## config.mk

```make
export PLATFORM = sky130hd
export DESIGN_NAME = uart_rx
export DESIGN_NICKNAME = d
export VERILOG_FILES = /design/src/rtl/uart_rx.sv
export SDC_FILE = /design/constraint.sdc
export NUM_CORES = 1
export LEC_CHECK = 0
export BUFFER_PORTS_ARGS = -buffer_cell sky130_fd_sc_hd__buf_2
export CAP_MARGIN = 20
export CORE_ASPECT_RATIO = 1.75
export CORE_MARGIN = 5
export CORE_UTILIZATION = 39
export CTS_CLUSTER_SIZE = 40
export DETAILED_ROUTE_END_ITERATION = 7
export PLACE_DENSITY = 0.54
export SYNTH_ARGS = -nofsm -noshare
export SYNTH_HDL_FRONTEND = slang
export SYNTH_SLANG_ARGS = --single-unit
```

## constraint.sdc

```tcl
create_clock -name clk -period 4.3 [get_ports clk]
set_input_delay 1.29 -clock clk [delete_from_list [all_inputs] [get_ports clk]]
set_output_delay 1.29 -clock clk [all_outputs]
set_load 0.01 [all_outputs]
```

## src/rtl/uart_rx.sv

```systemverilog
// UART receiver: 16x oversampled, LSB-first, one done pulse per frame.
// Optional even-parity stage enabled by defining UART_RX_PARITY_EN.
module uart_rx #(
  parameter int D_BIT   = 8,
  parameter int SB_TICK = 16
) (
  input  logic             clk,
  input  logic             rst_n,
  input  logic             tick_in,
  input  logic             rx_in,
  output logic [D_BIT-1:0] dato_out,
  output logic             rx_done_tick,
  output logic             frame_err,
  output logic             parity_err
);

  // s must also reach SB_TICK-1 when two stop bits are configured
  localparam int SW = (SB_TICK > 16) ? $clog2(SB_TICK) : 4;

`ifdef UART_RX_PARITY_EN
  typedef enum logic [4:0] {
    IDLE   = 5'b00001,
    START  = 5'b00010,
    DATA   = 5'b00100,
    PARITY = 5'b01000,
    STOP   = 5'b10000
  } state_t;
`else
  typedef enum logic [4:0] {
    IDLE   = 5'b00001,
    START  = 5'b00010,
    DATA   = 5'b00100,
    STOP   = 5'b10000
  } state_t;
`endif

  state_t           state;
  logic [SW-1:0]    s;
  logic [2:0]       n;
  logic [D_BIT-1:0] shift;
  logic             rx_meta, rx_s, rx_q;
`ifdef UART_RX_PARITY_EN
  logic             par_err_q;
`else
  assign parity_err = 1'b0;
`endif

  always_ff @(posedge clk or negedge rst_n) begin
    if (!rst_n) begin
      state        <= IDLE;
      s            <= '0;
      n            <= '0;
      shift        <= '0;
      dato_out     <= '0;
      rx_done_tick <= 1'b0;
      frame_err    <= 1'b0;
      rx_meta      <= 1'b1;
      rx_s         <= 1'b1;
      rx_q         <= 1'b1;
`ifdef UART_RX_PARITY_EN
      parity_err   <= 1'b0;
      par_err_q    <= 1'b0;
`endif
    end else begin
      rx_meta      <= rx_in;
      rx_s         <= rx_meta;
      rx_q         <= rx_s;
      rx_done_tick <= 1'b0;
      case (state)
        // Falling edge rather than low level, so a held break is not re-framed
        IDLE: begin
          if (rx_q && !rx_s) begin
            state <= START;
            s     <= '0;
          end
        end
        START: begin
          if (tick_in) begin
            if (s == SW'(7)) begin
              if (!rx_s) begin
                state <= DATA;
                s     <= '0;
                n     <= '0;
              end else begin
                state <= IDLE;
              end
            end else begin
              s <= s + 1'b1;
            end
          end
        end
        DATA: begin
          if (tick_in) begin
            if (s == SW'(15)) begin
              s     <= '0;
              shift <= {rx_s, shift[D_BIT-1:1]};
              if (n == 3'(D_BIT - 1)) begin
`ifdef UART_RX_PARITY_EN
                state <= PARITY;
`else
                state <= STOP;
`endif
              end else begin
                n <= n + 1'b1;
              end
            end else begin
              s <= s + 1'b1;
            end
          end
        end
`ifdef UART_RX_PARITY_EN
        PARITY: begin
          if (tick_in) begin
            if (s == SW'(15)) begin
              s         <= '0;
              par_err_q <= (^shift) ^ rx_s;
              state     <= STOP;
            end else begin
              s <= s + 1'b1;
            end
          end
        end
`endif
        STOP: begin
          if (tick_in) begin
            if (s == SW'(SB_TICK - 1)) begin
              dato_out     <= shift;
              frame_err    <= ~rx_s;
              rx_done_tick <= 1'b1;
`ifdef UART_RX_PARITY_EN
              parity_err   <= par_err_q;
`endif
              state        <= IDLE;
            end else begin
              s <= s + 1'b1;
            end
          end
        end
        default: state <= IDLE;
      endcase
    end
  end

endmodule

```

; After elaboration in Yosys (flattened, before gate mapping)
; Index checks and enable logic that the tools add are counted.
[word_totals]
regBits = 33
in_bits = 4
out_inout_bits = 11
elab_cells = 70
[op_classes]
n_addsub = 2
n_eq_ne = 19
n_mux = 29
n_bitwise = 1
reduce_logical = 9
[op_table]
columns = cell, count
row1 = $mux W5, 8
row2 = $mux W4, 8
row3 = $ne A2 B2 Y1 const B, 11
row4 = $mux W3, 7
row5 = $pmux W5 S4, 1
row6 = $pmux W4 S4, 1
row7 = $reduce_and A7 Y1, 2
row8 = $reduce_and A8 Y1, 1
row9 = $pmux W3 S2, 1
row10 = $reduce_and A3 Y1, 2
row11 = $eq A5 B1 Y1 const B, 1
row12 = $eq A5 B2 Y1 const B, 1
row13 = $eq A5 B3 Y1 const B, 1
row14 = $eq A5 B5 Y1 const B, 1
row15 = $add A4 B1 Y4 const B, 1
row16 = $eq A4 B3 Y1 const B, 1
row17 = $eq A4 B4 Y1 const B, 1
row18 = $reduce_bool A4 Y1, 1
row19 = $add A3 B1 Y3 const B, 1
row20 = $eq A3 B3 Y1 const B, 1
row21 = $mux W1, 3
row22 = $ne A3 B3 Y1 const B, 1
row23 = $reduce_bool A2 Y1, 1
row24 = $logic_and A1 B1 Y1, 1
row25 = 2 further kinds, 2

; Depth between registers and ports, before layout
[depth]
word_depth = 5
mapped_depth = 7
ltp_nobuf = 6

; Worst setup path before layout
; Ideal clock, no wire load.
[synth_timing]
path_type = input-to-reg
from = in tick_in
to = reg s[0]
setup_ns = 0.125
arrival_ns = 2.130
t_required_ns = 4.175
path_slack_ns = 2.045
cell_stages = 4
path_buffers = 0
path_cell_list = and3_1 a211o_1 o21a_4 mux2_4
[synth_via]
elab_chain_cells = 2
elab_cells_between_ends = 4
cone_classes = eq/ne: 3 / reduce/logical: 1
[synth_rtl]
columns = element, line
row1 = from (decl), 9  ; input logic tick_in,
row2 = $ne A2 B2 Y1 (no line), n/a
row3 = $reduce_and A7 Y1 (no line) *, n/a
row4 = to (signal assigned), 88  ; s <= s + 1'b1;
row5 = to (signal assigned), 107  ; s <= s + 1'b1;
row6 = to (signal assigned), 135  ; s <= s + 1'b1;
row7 = to (decl), 38  ; logic [SW-1:0] s;
; Every way passes the cells marked *; elsewhere a longest branch is shown, timed or not.
; A chain may end at the register's enable or synchronous reset.

; Worst setup path after layout
; Ends and elaborated chain as after synthesis.

==> flow_metrics.tcl <==
set metrics [dict create \
    cts_made_buffers 5 \
    antenna_cells 0 \
    setup_viol 0 \
    clockRootBuffer "clkbuf_8" \
    min_path_type "reg -> reg" \
    synth_simple_gate_area_share_pct 14.7 \
    crit_family "compound AO/OA/AOI/OAI gates" \
    die_y_um 95.7 \
    crit_path_end_kind "flop" \
    dr.first_iter.drc_count 29 \
    crit_chain "buf_2, and3_1, a211o_1, o21a_4, mux2_4" \
    syn_area_um2 1640 \
    vias 1081 \
    io_buffers 13 \
    cts_setup_buffers 0 \
    synth_xor_area_share_pct 1.07 \
    start_util_pct 39.8 \
    status "complete, no violations" \
    synthMuxAreaShare_pct 15.3 \
    cpPeakStageDelay_ns 0.32 \
    worst_slew_pin_slew_ns 0.711 \
    grt_overflow 0 \
    wirelength_mm 3.17 \
    rsz0062_at_grt "false" \
    place.gp.congestion 0.840 \
    drive_above_1_share_pct 32.0 \
    p_leak_nw 0.863 \
    tns_ns 0 \
    arrival_ns 2.33 \
    layout_common_cells "dfrtp_1 (28), mux2_2 (14), buf_2 (13)" \
    final_common_cell "dfrtp_1" \
    min_period_over_period_pct 50.5 \
    place_inst 191 \
    post-dp-hpwl_mm 2.36 \
    num_rows 31 \
    synth_top_family_by_area "multiplexers" \
    yosysUniqueCellTypes 47 \
    antenna_found_initial 0 \
    final_hold_viol_count 0 \
    wl_per_cell_um 15.9 \
    final.setup_skew_ns 0.00590 \
    worstSkewPairLatency_ns 0.28 \
    syn_inst 137 \
    grt_pass1_wl_mm 5.62 \
    power_density_nw_per_um2 418 \
    cp_num_buf_inv 1 \
    grtUsageTotal_pct 13.3 \
    place_ws_ns 1.85 \
    fin_ws_ns 2.13 \
    critical_path_class "in -> reg" \
    synthToLayoutAreaGrowth_pct 10.6 \
    max_cap_violations 0 \
    synth_nets 144 \
    max_freq_mhz 461 \
    crit_path_start_kind "input pin" \
    synth_area_per_cell_um2 12.0 \
    finalCriticalPeriod_ns 2.17 \
    vias_per_cell 5.43 \
    ys_ff_latch 32 \
    clk_pin_slew_ns 0.07 \
    ioPinCount 15 \
    yosys_warnings 0 \
    critPathMaxFanout 7 \
    synthFlopType "dfrtp_1" \
    core_um2 4110 \
    ir_drop_v 0.000279 \
    synth_compound_area_share_pct 12.2 \
    antenna_left 0 \
    synth-edff-count 0 \
    cts.sinks 32 \
    async_flop_share_pct 100 \
    postCtsHoldBufs 0 \
    htree_levels 2 \
    yosysSeqAreaShare_pct 49.2 \
    clockBufferDepth 2 \
    cts_tree "yes" \
    relSlewSlack_pct 52.6 \
    grt_pass1_vias 1167 \
    fin_cells 199 \
    post-route-util_pct 44.1 \
    nets 156 \
    first_pass_iters 4 \
    dieArea_um2 5650 \
    synthAdderAreaFrac_pct 2.29 \
    grt_max_degree 33 \
    dieWidth_um 59.0 \
    cp.required_ns 4.46 \
    drv_slew 0 \
    cts_resized 0 \
    drcViolationCount 0 \
    cp_slowest_cell "a211o_1" \
]
final timing paths:
path / from / slack (ns) / depth (start not counted) / end
max: tick_in / 2.13 / 5 / s[0]$_DFFE_PN0P_
min: rx_meta$_DFF_PN1_ / 0.35 / 0 / rx_s$_DFF_PN1_
max reg2reg: state[2]$_DFFE_PN0P_ / 2.15 / 3 / shift[6]$_DFFE_PN0P_
min reg2reg: rx_meta$_DFF_PN1_ / 0.35 / 0 / rx_s$_DFF_PN1_
max in group asynchronous: rst_n / 2.78 / 1 / s[1]$_DFFE_PN0P_
min in group asynchronous: rst_n / 1.06 / 1 / n[1]$_DFFE_PN0P_
through the flow:
| step | hold WS, ns | total power (W) | area [µm²] |
|---|---|---|---|
| detailed placement | 0.353 | 0.000511 | 1710 |
| global placement | 0.346 | 0.000504 | 1710 |
| floorplan | 0.345 | 0.000483 | 1640 |
| finish | 0.352 | 0.000757 | 1810 |
| global route | 0.364 | 0.000798 | 1810 |
| CTS | 0.358 | 0.000765 | 1810 |
sequential cells by signal, indices dropped and copies added, names as in the netlist:
register / cells
n: 3
rx_done_tick: 1
dato_out: 8
rx_meta: 1
frame_err: 1
s: 4
rx_q: 1
state: 4
rx_s: 1
shift: 8
power by group:
group / total (W) / internal, W / leakage (nW) / switching (W)
registers: 0.000369 / 0.000322 / 0.411 / 0.0000467
logic: 0.000136 / 0.0000640 / 0.400 / 0.0000720
clock network: 0.000252 / 0.000146 / 0.0515 / 0.000106
total: 0.000757 / 0.000532 / 0.863 / 0.000225
kinds of logic (layout without fill, tap and decap cells):
family / count (synthesis) / in the layout
buf+inv: 16 / 29
flops: 32 / 32
mux: 22 / 22
other cells: 1 / 1
fa+ha+maj: 3 / 3
xor+xnor: 2 / 2
compound gates: 25 / 25
simple gates: 36 / 36
area by class of cell:
class | instances | area (µm²)
Fill cell | 413 | 2300
Sequential cell | 32 | 806
Multi-Input combinational cell | 89 | 749
Clock buffer | 8 | 100
Timing Repair Buffer | 13 | 65.1
Tap cell | 49 | 61.3
Inverter | 8 | 30.0
layer usage:
metal / part of all wire, % / wire length [µm] / GRT usage [%]
met3: 2.6 / 83 / 3.22
met4: 1.8 / 57 / 5.29
met2: 55 / 1750 / 24.1
met1: 40 / 1280 / 14.4
met5: 0 / 0 / 0
Yosys cell counts, types with 2 or more instances:
library cell	number	area [µm²]
dfrtp_1	28	701
mux2_2	14	158
inv_1	8	30.0
nor2_1	7	26.3
nand2_1	5	18.8
o21ai_0	5	25.0
and3_1	4	25.0
dfstp_2	4	105
mux2i_1	4	40.0
nor3b_1	4	30.0
a21oi_1	3	15.0
buf_2	3	15.0
buf_4	3	22.5
ha_1	3	37.5
nand2b_1	3	18.8
a211o_1	2	17.5
a31oi_1	2	12.5
mux2_1	2	22.5
mux2_4	2	30.0
nand3_1	2	10.0
nor2b_1	2	12.5
nor4b_1	2	17.5
(Power assumes the default switching activity.)
